<file path="src/rtl/mux_2to1.sv">
// Two-input wormhole flit multiplexer with a registered output stage.
// A HEAD flit locks the mux to its port until that port's TAIL is forwarded.
module mux_2to1 #(
    parameter int DATAW = 36,
    parameter int VCHW  = 2,
    parameter int PORTW = 5
) (
    input  logic             clk,
    input  logic             rst,
    input  logic [DATAW-1:0] idata_0,
    input  logic             ivalid_0,
    input  logic [VCHW-1:0]  ivch_0,
    input  logic [DATAW-1:0] idata_1,
    input  logic             ivalid_1,
    input  logic [VCHW-1:0]  ivch_1,
    input  logic [PORTW-1:0] sel,
    output logic [DATAW-1:0] odata,
    output logic             ovalid,
    output logic [VCHW-1:0]  ovch,
    output logic             obusy
);

    typedef enum logic [1:0] {
        FLIT_NONE = 2'b00,
        FLIT_HEAD = 2'b01,
        FLIT_DATA = 2'b10,
        FLIT_TAIL = 2'b11
    } flit_type_e;

    logic             locked;
    logic             lock_port;
    logic             locked_next;
    logic             lock_port_next;
    logic             grant;
    logic             grant_port;
    logic [DATAW-1:0] grant_data;
    logic             grant_valid;
    logic [VCHW-1:0]  grant_vch;
    logic             forward;
    flit_type_e       grant_type;

    // Only the two low select bits name real ports on this mux.
    generate
        if (PORTW > 2) begin : g_spare_sel
            logic unused_sel;
            assign unused_sel = ^sel[PORTW-1:2];
        end
    endgenerate

    // NOTE: every variable written here gets a default first, so no path leaves it unassigned and no latch is inferred.
    always_comb begin
        grant      = 1'b0;
        grant_port = 1'b0;
        if (locked) begin
            grant      = 1'b1;
            grant_port = lock_port;
        end else if (sel[0]) begin
            grant      = 1'b1;
            grant_port = 1'b0;
        end else if (sel[1]) begin
            grant      = 1'b1;
            grant_port = 1'b1;
        end
    end

    always_comb begin
        grant_data  = grant_port ? idata_1  : idata_0;
        grant_valid = grant_port ? ivalid_1 : ivalid_0;
        grant_vch   = grant_port ? ivch_1   : ivch_0;
        grant_type  = flit_type_e'(grant_data[DATAW-1:DATAW-2]);
        forward     = grant && grant_valid;
    end

    // HEAD while locked and TAIL/DATA while unlocked pass through without touching the lock.
    always_comb begin
        locked_next    = locked;
        lock_port_next = lock_port;
        if (forward) begin
            if (!locked && grant_type == FLIT_HEAD) begin
                locked_next    = 1'b1;
                lock_port_next = grant_port;
            end else if (locked && grant_type == FLIT_TAIL) begin
                locked_next = 1'b0;
            end
        end
    end

    // NOTE: state is updated with non-blocking assignments so every register samples pre-edge values.
    always_ff @(posedge clk) begin
        if (rst) begin
            odata     <= '0;
            ovalid    <= 1'b0;
            ovch      <= '0;
            locked    <= 1'b0;
            lock_port <= 1'b0;
        end else begin
            odata     <= forward ? grant_data : '0;
            ovalid    <= forward;
            ovch      <= forward ? grant_vch : '0;
            locked    <= locked_next;
            lock_port <= lock_port_next;
        end
    end

    assign obusy = locked;

endmodule

</file>
<file path="config.mk">
export PLATFORM = sky130hd
export DESIGN_NAME = mux_2to1
export DESIGN_NICKNAME = d
export VERILOG_FILES = /design/src/rtl/mux_2to1.sv
export SDC_FILE = /design/constraint.sdc
export NUM_CORES = 1
export LEC_CHECK = 0
export ABC_AREA = 1
export BUFFER_PORTS_ARGS = -buffer_cell sky130_fd_sc_hd__clkbuf_2
export CORE_AREA = 2 2 65 67
export DETAILED_ROUTE_END_ITERATION = 8
export DIE_AREA = 0 0 67 69
export PLACE_DENSITY = 0.8
export SYNTH_ARGS = -nofsm -noshare
export SYNTH_HDL_FRONTEND = slang
export SYNTH_SLANG_ARGS = --single-unit
export TNS_END_PERCENT = 50
</file>
<file path="constraint.sdc">
create_clock -name clk -period 3.2 [get_ports clk]
set_input_delay 0.64 -clock clk [delete_from_list [all_inputs] [get_ports clk]]
set_output_delay 0.64 -clock clk [all_outputs]
set_load 0.005 [all_outputs]
</file>
==> impl_results.md, run 1 <==
* Yosys reg bits at 41
* Clock Tree Buf Depth at 2
* Worst min-delay path class: reg2reg
* GR Overflow Total at 0
* Worst-margin pin slew at 0.8454 ns
* Critical path data arrival time at 2.01 ns
* Place WS at 1.098 ns
* CTS tree: built
* CP Max Fanout at 37
* # diodes at 0
* Commonest non-fill, non-tap cell in the layout: clkbuf_2
* Layout cells sized above 1 at 46.08%
* Mux share of post-synthesis cell area at 0%
* P&R area growth vs syn at 42.97%
* Chip Height at 69 µm
* Routed vias at 1647
* RSZ-0062 raised after global routing: no
* Initial antenna violation count at 0
* Setup TNS Final at 0 ns
* Yosys warning count at 0
* Clock slew at reported path FFs at 0.07 ns
* Largest net degree at the start of global routing at 40
* Worst Path Required at 3.40 ns
* Worst rel slew slack at 43.44%
* LEAKAGE at 1.235 nW
* Die width at 67 µm
* Worst R2R Setup Slack at 1.39 ns
* Post-route setup slack at 1.385 ns
* Synth Cell Area at 1584 µm²
* PD cells at 477.4 nW/µm²
* Iteration-0 DRC Markers at 59
* NumNets Final at 404
* Seq/Total Area, Yosys at 51.82%
* Vias in the first global route at 1506
* Port bufs at 121
* Mapped Nets at 286
* Row cnt at 23
* Crit share post-route at 56.72%
* Max-cap violation count at 0
* Die area at 4623 µm²
* First-pass GRT wire length at 6.375 mm
* CTS buffer count at 5
* Simple-gate share of the synthesized area at 25.43%
* Fill cells at 383
* CTS sink cnt at 41
* Setup bufs post-CTS at 0
* DRC Markers at 0
* Status: complete, no violations
* Worst skew pair latency at 0.28 ns
* Post-Synth Adder-Cell Area at 0%
* Cells after synthesis at 201
* Skew final at 0.004038 ns
* Worst vdd ir at 0.2413 mV
* Vias per cell at 4.463
* Distinct cells, synth at 16
* CP endpoint kind: flip-flop
* Setup Viol. Count Final at 0
* Final hold violation count at 0
* Wire length per cell at 10.90 µm
* Global placement routability congestion at 0.8169
* Compound-Gate Fraction of Synth Area at 15.01%
* Fmax at 551.0 MHz
* Core area at 3914 µm²
* Crit start category: flip-flop
* Worst setup path class: reg2reg
* Antenna-violating nets left at 0
* Hold_buf cts at 0
* Xor-xnor portion of the synthesized cell area at 0%
* Slew Limit Fails at 0
* Routed WL at 4.023 mm
* Post-DP HPWL at 2.975 mm
* Initial Util at 40.47%
* Commonest cells after routing, fill and taps aside: clkbuf_2 (121), nand2_1 (80), dfxtp_1 (41), a21oi_1 (29)
* # H-tree levels at 2
* Post-layout min period at 1.815 ns
* IO Pins at 125
* Post-cts resize count at 0
* Largest family of logic cells by synthesized area: simple AND/OR/NAND/NOR gates
* Avg Synthesized Cell Area at 7.881 µm²
* First-pass DRT Iterations at 4
* Root Buffer: clkbuf_8
* GRT Total Usage at 17.54%
## final cells by class
type | count | area [µm²] | area share, %
Timing Repair Buffer | 122 | 613.1 | 27.07
Tap cell | 50 | 62.56 | 2.762
Sequential cell | 41 | 820.8 | 36.24
Clock buffer | 7 | 86.33 | 3.812
Inverter | 11 | 41.29 | 1.823
Multi-Input combinational cell | 138 | 640.6 | 28.29
## Yosys cell counts, drive strengths merged
library cell,count,area share [%]
nand3,6,2.2
nor2,7,2.0
buf,11,5.1
a21oi,39,15
dfxtp,41,52
nand2,85,21
o21ai,1,0.32
inv,11,2.6
## layer usage
metal	GRT usage, %	part of all wire [%]	up-vias
li1	-	-	864
met5	0	0	-
met4	7.256	1.8	0
met2	30.69	48	78
met3	6.199	9.6	8
met1	18.50	40	697
## final timing paths
path,endpoint,cells past startpoint,start
worst max-delay path,odata[0]$_SDFF_PP0_,6,obusy$_SDFFE_PP0P_
worst min-delay path,lock_port$_SDFFE_PP0P_,2,lock_port$_SDFFE_PP0P_
worst min register to register,lock_port$_SDFFE_PP0P_,2,lock_port$_SDFFE_PP0P_
worst max register to register,odata[0]$_SDFF_PP0_,6,obusy$_SDFFE_PP0P_
## flip-flops by register name (all words and copies together), names as in the netlist
name and flops:
lock_port 1, obusy 1, odata 36, ovalid 1, ovch 2
## stage by stage
stage | hold slack, ns | power [mW] | util [%] | instances | cell area (µm²)
6_report | 0.5342 | 1.081 | 57.86 | 369 | 2265
5_1_grt | 0.5741 | 1.147 | 57.86 | 369 | 2265
4_1_cts | 0.5319 | 1.097 | 57.86 | 369 | 2265
3_5_place_dp | 0.5245 | 0.7677 | 55.66 | 362 | 2178
3_3_place_gp | 0.5079 | 0.7632 | 55.66 | 362 | 2178
2_1_floorplan | 0.4733 | 0.6791 | - | 201 | 1584
## power breakdown
part	internal (mW)	switching (mW)	leakage, nW
Combinational	0.0895	0.110	0.856
Sequential	0.543	0.0109	0.335
Clock	0.171	0.156	0.0443
## logic make-up after synthesis
kind of cell,after synthesis
DFF,41
AOI/OAI and AO/OA,40
buffers and inverters,22
and+or+nand+nor,98
## critical path: stages (launching register included)
cell	delay, ns
dfxtp_1	0.45
nor2_2	0.10
nand2_4	0.08
nand2_2	0.22
inv_2	0.54
nand2_1	0.14
a21oi_2	0.17
(Power assumes the default switching activity.)
==> run 2: changes to the inputs <==
- CORE_AREA: 2 2 65 67 -> 2 2 67 69
- DIE_AREA: 0 0 67 69 -> 0 0 69 71
- PLACE_DENSITY: 0.8 -> 0.76
- clock period: 3.2 -> 1.9 ns (I/O delays scaled with it)
==> run 2 against run 1 <==
Effect of this change:
- die area rose by 6.0%
- clock power rose by 79%
- wire length rose by 4.8%
==> impl_results.md, run 2 (same netlist as run 1, synthesis figures left out) <==
* RSZ-0062 raised after global routing: no
* First-pass GRT wire length at 6.955 mm
* CTS tree: built
* Worst vdd ir at 0.3830 mV
* Crit-path cells: nor2_2, nand2_4, nand2_2, inv_2, nand2_1, a21oi_2
* First-pass DRT Iterations at 4
* Antenna-violating nets left at 0
* Vias per cell at 4.529
* Final hold violation count at 0
* Crit share post-route at 83.29%
* Number of flip-flops under the largest register name at 36
* LEAKAGE at 1.257 nW
* Max-cap violation count at 0
* Wire length per cell at 11.27 µm
* Slew Limit Fails at 0
* CTS buffer count at 5
* IO Pins at 125
* Worst setup path class: reg2reg
* Worst min-delay path class: in2reg
* P&R area growth vs syn at 45.50%
* Hold path depth at 3
* Initial Util at 37.68%
* Chip Height at 71 µm
* Routed vias at 1694
* Layout cells sized above 1 at 46.89%
* Worst-margin pin slew at 0.6182 ns
* Worst skew pair latency at 0.28 ns
* Root Buffer: clkbuf_8
* Setup Viol. Count Final at 0
* CTS sink cnt at 41
* Die area at 4899 µm²
* Commonest non-fill, non-tap cell in the layout: clkbuf_2
* Die width at 69 µm
* CP endpoint kind: flip-flop
* Core area at 4204 µm²
* PD cells at 809.6 nW/µm²
* Post-cts resize count at 0
* Worst Reg-to-Reg Cells at 6
* Regs by FF count: odata: 36 flops, ovch: 2 flops
* Critical path's slowest cell: inv_2
* Crit start category: flip-flop
* Status: complete, no violations
* Clock slew at reported path FFs at 0.08 ns
* Worst Path Required at 2.12 ns
* Iteration-0 DRC Markers at 57
* Initial antenna violation count at 0
* Setup TNS Final at 0 ns
* Slowest stage delay, CP at 0.47 ns
* Total power at 1.866 mW
* Port bufs at 121
* CP Buf/Inv Count at 1
* NumNets Final at 406
* # diodes at 0
* CP delay by family, top: buffers and inverters
* Post-layout min period at 1.582 ns
* Post-Route Utilization at 54.82%
* Clock Tree Buf Depth at 2
* GRT Total Usage at 17.24%
* Critical path data arrival time at 1.81 ns
* Global placement routability congestion at 0.7408
* Routed WL at 4.216 mm
* CP Max Fanout at 37
* Worst rel slew slack at 58.72%
* Commonest cells after routing, fill and taps aside: clkbuf_2 (121), nand2_1 (80), dfxtp_1 (41), a21oi_1 (29)
* Post-DP HPWL at 3.171 mm
* Vias in the first global route at 1626
* Top reg by flops: odata
* # H-tree levels at 2
* Skew final at 0.006095 ns
* Fill cells at 405
* GR Overflow Total at 0
* Fmax at 631.9 MHz
* CP Depth at 6
* Setup bufs post-CTS at 0
* Hold_buf cts at 0
* Row cnt at 24
* DRC Markers at 0
* Largest net degree at the start of global routing at 40
## run 2: area by class of cell
class / count / area, µm² / share of cell area (%)
clock buffers: 6 / 82.58 / 3.583
multi-input cells: 138 / 640.6 / 27.80
flip-flops and latches: 41 / 820.8 / 35.61
inverters: 11 / 41.29 / 1.792
repair buffers: 124 / 640.6 / 27.80
well taps: 52 / 65.06 / 2.823
clock inverters: 2 / 13.76 / 0.5972
## run 2: per-stage QoR
step	hold slack [ns]	cell area, µm²	cells	setup slack [ns]
floorplan	0.4733	1584	201	0.6458
global placement	0.5101	2208	366	0.3319
detailed placement	0.5163	2208	366	0.2986
CTS	0.3057	2305	374	0.2829
global route	0.3134	2305	374	0.09374
finish	0.3186	2305	374	0.3175
## run 2: final timing paths
check,startpoint,to,slack [ns]
worst max-delay path,obusy$_SDFFE_PP0P_,odata[6]$_SDFF_PP0_,0.32
worst min-delay path,idata_1[31],odata[31]$_SDFF_PP0_,0.32
worst max register to register,obusy$_SDFFE_PP0P_,odata[6]$_SDFF_PP0_,0.32
worst min register to register,lock_port$_SDFFE_PP0P_,lock_port$_SDFFE_PP0P_,0.53
## run 2: worst reg2reg max path, delay by kind of cell, from the launching register on
family / cells / cell delay [ns]
buf+inv: 1 / 0.47
flops: 1 / 0.46
simple gates: 4 / 0.44
compound gates: 1 / 0.16
## run 2: where the power goes
part	switching, mW	total, mW	internal, mW
Combinational	0.189	0.348	0.159
Sequential	0.0194	0.933	0.914
Clock	0.290	0.585	0.294
## run 2: metal layers
layer | vias up | global-route usage, % | wire length (µm)
li1 | 868 | - | -
met1 | 752 | 18.63 | 1615
met3 | 8 | 3.561 | 229
met4 | 0 | 7.407 | 83
met2 | 66 | 32.48 | 2288
met5 | - | 0 | 0
